`config.mk`:
```
export PLATFORM = sky130hd
export DESIGN_NAME = dpr16x4_burst_reader
export DESIGN_NICKNAME = d
export VERILOG_FILES = /design/src/rtl/dpr16x4_pkg.sv /design/src/rtl/dpr16x4_core.sv /design/src/rtl/dpr16x4_burst_reader.sv
export SDC_FILE = /design/constraint.sdc
export NUM_CORES = 1
export LEC_CHECK = 0
export ABC_AREA = 0
export CAP_MARGIN = 15
export CORE_ASPECT_RATIO = 2
export CORE_MARGIN = 3
export CORE_UTILIZATION = 53
export DETAILED_ROUTE_END_ITERATION = 8
export GPL_TIMING_DRIVEN = 0
export PLACE_DENSITY = 0.8
export REMOVE_ABC_BUFFERS = 1
export SETUP_SLACK_MARGIN = 0.4
export SYNTH_ARGS = -nofsm -noshare
export SYNTH_HDL_FRONTEND = slang
export SYNTH_SLANG_ARGS = --single-unit
```
`constraint.sdc`:
```
create_clock -name CLK -period 2.3 [get_ports CLK]
set_input_delay 0.46 -clock CLK [delete_from_list [all_inputs] [get_ports CLK]]
set_output_delay 0.46 -clock CLK [all_outputs]
set_load 0.03 [all_outputs]
```
`src/rtl/dpr16x4_pkg.sv`:
```
// Shared sizing constants, FSM state encoding and address helper
// for the 16x4 dual-port RAM burst reader.
package dpr16x4_pkg;

  localparam int WIDTH = 4;
  localparam int AW    = 4;
  localparam int DEPTH = 16;

  typedef enum logic {
    IDLE   = 1'b0,
    STREAM = 1'b1
  } state_e;

  // Addresses wrap naturally at DEPTH because AW bits cover exactly DEPTH words.
  function automatic logic [AW-1:0] next_addr(input logic [AW-1:0] addr);
    return addr + AW'(1);
  endfunction

endpackage

```
`src/rtl/dpr16x4_core.sv`:
```
// 16x4 storage array: synchronous write port, asynchronous read port.
// Contents power up to INITVAL and are never touched by any reset.
module dpr16x4_core
  import dpr16x4_pkg::*;
#(
  parameter logic [WIDTH*DEPTH-1:0] INITVAL = '0
) (
  input  logic             clk,
  input  logic             we,
  input  logic [AW-1:0]    waddr,
  input  logic [WIDTH-1:0] wdata,
  input  logic [AW-1:0]    raddr,
  output logic [WIDTH-1:0] rdata
);

  logic [WIDTH*DEPTH-1:0] mem_q = INITVAL;
  logic [WIDTH*DEPTH-1:0] mem_d;

  always_comb begin
    mem_d = mem_q;
    if (we) begin
      mem_d[int'(waddr)*WIDTH +: WIDTH] = wdata;
    end
  end

  always_ff @(posedge clk) begin
    mem_q <= mem_d;
  end

  // Reads see the array before this edge's write, giving old-data collisions.
  assign rdata = mem_q[int'(raddr)*WIDTH +: WIDTH];

endmodule

```
`src/rtl/dpr16x4_burst_reader.sv`:
```
// Burst reader over a 16x4 RAM: streams LEN+1 words from SADDR with a
// valid/ready handshake, then pulses DONE for one cycle.
module dpr16x4_burst_reader
  import dpr16x4_pkg::*;
#(
  parameter logic [WIDTH*DEPTH-1:0] INITVAL = 64'h0
) (
  input  logic             CLK,
  input  logic             RST,
  input  logic             WE,
  input  logic [AW-1:0]    WAD,
  input  logic [WIDTH-1:0] DI,
  input  logic             START,
  input  logic [AW-1:0]    SADDR,
  input  logic [AW-1:0]    LEN,
  output logic             BUSY,
  output logic [WIDTH-1:0] DO,
  output logic             DOV,
  input  logic             DOR,
  output logic             DONE
);

  state_e           state_q, state_d;
  logic [AW-1:0]    addr_q, addr_d;
  logic [AW-1:0]    cnt_q, cnt_d;
  logic [WIDTH-1:0] do_q, do_d;
  logic             dov_q, dov_d;
  logic             done_q, done_d;
  logic [AW-1:0]    rd_addr;
  logic [WIDTH-1:0] rd_data;

  dpr16x4_core #(
    .INITVAL(INITVAL)
  ) u_core (
    .clk  (CLK),
    .we   (WE),
    .waddr(WAD),
    .wdata(DI),
    .raddr(rd_addr),
    .rdata(rd_data)
  );

  // cnt_q holds the number of words still to transfer after the one on DO.
  always_comb begin
    state_d = state_q;
    addr_d  = addr_q;
    cnt_d   = cnt_q;
    do_d    = do_q;
    dov_d   = dov_q;
    done_d  = 1'b0;
    rd_addr = SADDR;

    case (state_q)
      IDLE: begin
        if (START) begin
          addr_d  = SADDR;
          cnt_d   = LEN;
          do_d    = rd_data;
          dov_d   = 1'b1;
          state_d = STREAM;
        end
      end

      STREAM: begin
        rd_addr = next_addr(addr_q);
        if (DOR) begin
          if (cnt_q == '0) begin
            dov_d   = 1'b0;
            done_d  = 1'b1;
            state_d = IDLE;
          end else begin
            addr_d = rd_addr;
            cnt_d  = cnt_q - AW'(1);
            do_d   = rd_data;
          end
        end
      end

      default: begin
        state_d = IDLE;
      end
    endcase
  end

  always_ff @(posedge CLK) begin
    if (RST) begin
      state_q <= IDLE;
      addr_q  <= '0;
      cnt_q   <= '0;
      do_q    <= '0;
      dov_q   <= 1'b0;
      done_q  <= 1'b0;
    end else begin
      state_q <= state_d;
      addr_q  <= addr_d;
      cnt_q   <= cnt_d;
      do_q    <= do_d;
      dov_q   <= dov_d;
      done_q  <= done_d;
    end
  end

  assign BUSY = (state_q == STREAM);
  assign DO   = do_q;
  assign DOV  = dov_q;
  assign DONE = done_q;

endmodule

```
==> results.toml <==
[clock_tree]
clk_path_buf_depth = 2
clkSinkCount = 79
hold_buffers = 0
clkTransAtPathRegs_ns = 0.06
numCtsBuffers = 9
clk_latency_ns = 0.34
clockRootBuffer = "clkbuf_16"
cts_tree = "done"
cts_max_level = 3

[sta]
hold_ws_ns = 0.474
slew_violations = 0
worst_pin_slew_ns = 0.546
fmaxAchievable_mhz = 493
rsz0062_at_grt = "true"
period_needed_ns = 2.03
final_hold_viol_count = 0
setup_viol = 0
tns_ns = 0
min_period_over_period_pct = 88.2
setup_ws_ns = 0.271
skew_ns = 0.00450
slew_headroom_pct = 63.5

[placed_design]
pre_cts_ws_ns = -1.01
dp_hpwl_mm = 8.17
place_area_sq_um = 4430
gp_congestion = 0.918
io_buffers = 27

[job]
drv_cap = 0

[route]
post_drt_wl_per_cell_um = 22.6
routed_via_density = 6.54
ant_nets = 0
postRouteWirelength_mm = 13.1
drc = 0
firstDrtPassIters = 5
drtIter0Drc = 389
vias = 3798

[layout]
antenna_cells = 0
syn_to_final_growth_pct = 29.6
fin_util_pct = 70.8
finalInstanceArea_sq_um = 5420
final_nets = 507
drive_above_1_share_pct = 23.0

[setup_path]
critPathMaxStageDelay_ns = 0.37
end_kind = "flop"
crit_path_cell_trace = "ha_4 -> nand2_8 -> o22ai_2 -> o21ai_0 -> a31oi_1 -> o221ai_1 -> a211oi_1"
cp.required_ns = 2.55
cp_slowest_cell = "dfxtp_4"
arrival_ns = 2.27
setup.worst_path.class = "reg2reg"
critPathLaunchType = "flop"
rr_worst_depth = 7
path_max_fanout = 8

[yosys]
yosysSeqAreaShare_pct = 53.1
syn_area_per_cell_sq_um = 9.34
ys_seq_elements = 79
yosys_warnings = 0
synthFlopType = "edfxtp_1"
synth_edf_count = 64
synthCells = 448
synth_cell_types = 47
syn_area_sq_um = 4190
synth_async_sr_flop_share_pct = 0

[power_and_ir_drop]
p_leak_nw = 1.70
p_per_area_nw_per_um2 = 747
peakVddDrop_v = 0.000521

[global_route]
antenna_found_initial = 0
grt_remaining_overflow = 0
gr-usage-met2_pct = 49.3
grt_pass1_vias = 3598
grt_use_total_pct = 28.9
grt_util_met3_pct = 7.19
gr-usage-met1_pct = 28.3
grt_max_degree = 34
grt_pass1_wl_mm = 18.7
top_usage_layer = "met2"

[floorplan]
row_count = 45
io_pins = 28
initial_utilization_pct = 54.7
die_y_um = 132
die_area_sq_um = 9060
die_x_um = 68.8
core_area_sq_um = 7660

[hold_path]
worstHoldPathType = "reg2reg"
whs_path_depth = 2

[status]
outcome = "completed"
==> path summary, 6_finish.rpt <==
kind,from,end,slack [ns]
hold reg to reg,addr_q[3]$_SDFFE_PP0P_,addr_q[3]$_SDFFE_PP0P_,0.47
setup / recovery,addr_q[1]$_SDFFE_PP0P_,DO[0]$_SDFFE_PP0P_,0.27
hold / removal,addr_q[3]$_SDFFE_PP0P_,addr_q[3]$_SDFFE_PP0P_,0.47
setup reg to reg,addr_q[1]$_SDFFE_PP0P_,DO[0]$_SDFFE_PP0P_,0.27
==> power by group <==
| group | switching, mW | leakage [nW] | total (mW) | internal (mW) |
|---|---|---|---|---|
| Clock | 0.569 | 0.147 | 1.51 | 0.940 |
| Combinational | 0.560 | 0.974 | 0.905 | 0.345 |
| Sequential | 0.0445 | 0.579 | 1.64 | 1.59 |
==> flip-flops by register name, summed over array words and instances, names as in the netlist <==
register	count
u_core.mem_q	64
DO	4
addr_q	4
cnt_q	4
BUSY	1
DONE	1
DOV	1
==> synth_stat cells (6+ instances only) <==
library cell,count,area (sq um)
nand2b_1,6,37.5
o21ai_0,45,225
a31oi_1,9,56.3
and2_1,16,100
nor3_1,12,60.1
buf_2,8,40.0
edfxtp_1,64,1920
inv_1,7,26.3
nor2_1,109,409
nand3_1,10,50.1
o22ai_1,19,119
nor2b_1,23,144
clkbuf_1,10,37.5
o221ai_1,8,70.1
nand2_1,30,113
dfxtp_1,15,300
a21oi_1,12,60.1
==> placed cells by master (no fill, tap or decap), types with 8 or more instances in the layout <==
master and instances:
o21ai_0 41, edfxtp_1 64, buf_4 15, dfxtp_1 12
a31oi_1 8, nand2_1 22, nor2b_1 21, clkbuf_16 9
nor2_1 91, nor3_1 9, a21oi_1 10, o221ai_1 8
and2_1 16, clkdlybuf4s50_1 20, nor2_4 18, o22ai_1 11
==> worst max-delay path, delay by kind of cell (launching register included) <==
family | cells | cell delay, ns
fa+ha+maj | 1 | 0.36
simple gates | 1 | 0.12
flops | 1 | 0.37
compound gates | 5 | 1.09
==> metal layers <==
layer  share of wire (%)  routed length, um  up-vias
met5                   0                  0        -
met4                  10               1330        0
met3                 7.1                924       91
met2                  52               6860      260
met1                  30               4000     1774
li1                    -                  -     1673
==> per-stage QoR <==
step | std cells | total power, mW
after detailed placement | 544 | 2.29
after CTS | 569 | 3.89
after global routing | 581 | 4.17
after floorplan | 423 | 2.05
final | 581 | 4.05
after global placement | 544 | 2.28
==> area by class of cell <==
| type | instances | area, sq um |
|---|---|---|
| inverter | 8 | 30.0 |
| clock inverter | 7 | 87.6 |
| tap | 94 | 118 |
| fill | 557 | 2230 |
| sequential | 79 | 2230 |
| timing repair buffer | 46 | 442 |
| multi-input combinational | 338 | 2290 |
| clock buffer | 9 | 225 |
==> repair_timing <==
action	CTS	global route
endpoints found under the setup margin	138	61
cloned	0	2
resized for setup	107	27
setup buffers	9	10
pin swaps	10	12
==> logic make-up (layout without fill, tap and decap cells) <==
group                      Yosys count  in the layout  share of synthesized area (%)
AOI/OAI and AO/OA                  113            114                           16.8
xor gates and xnor gates             3              3                          0.628
adders and majority gates            4              4                           1.20
buffers and inverters               33             70                           4.19
DFF                                 79             79                           53.1
muxes                                2              2                          0.508
and+or+nand+nor                    214            215                           23.6
Note: power is estimated with default switching activity, not from simulation.
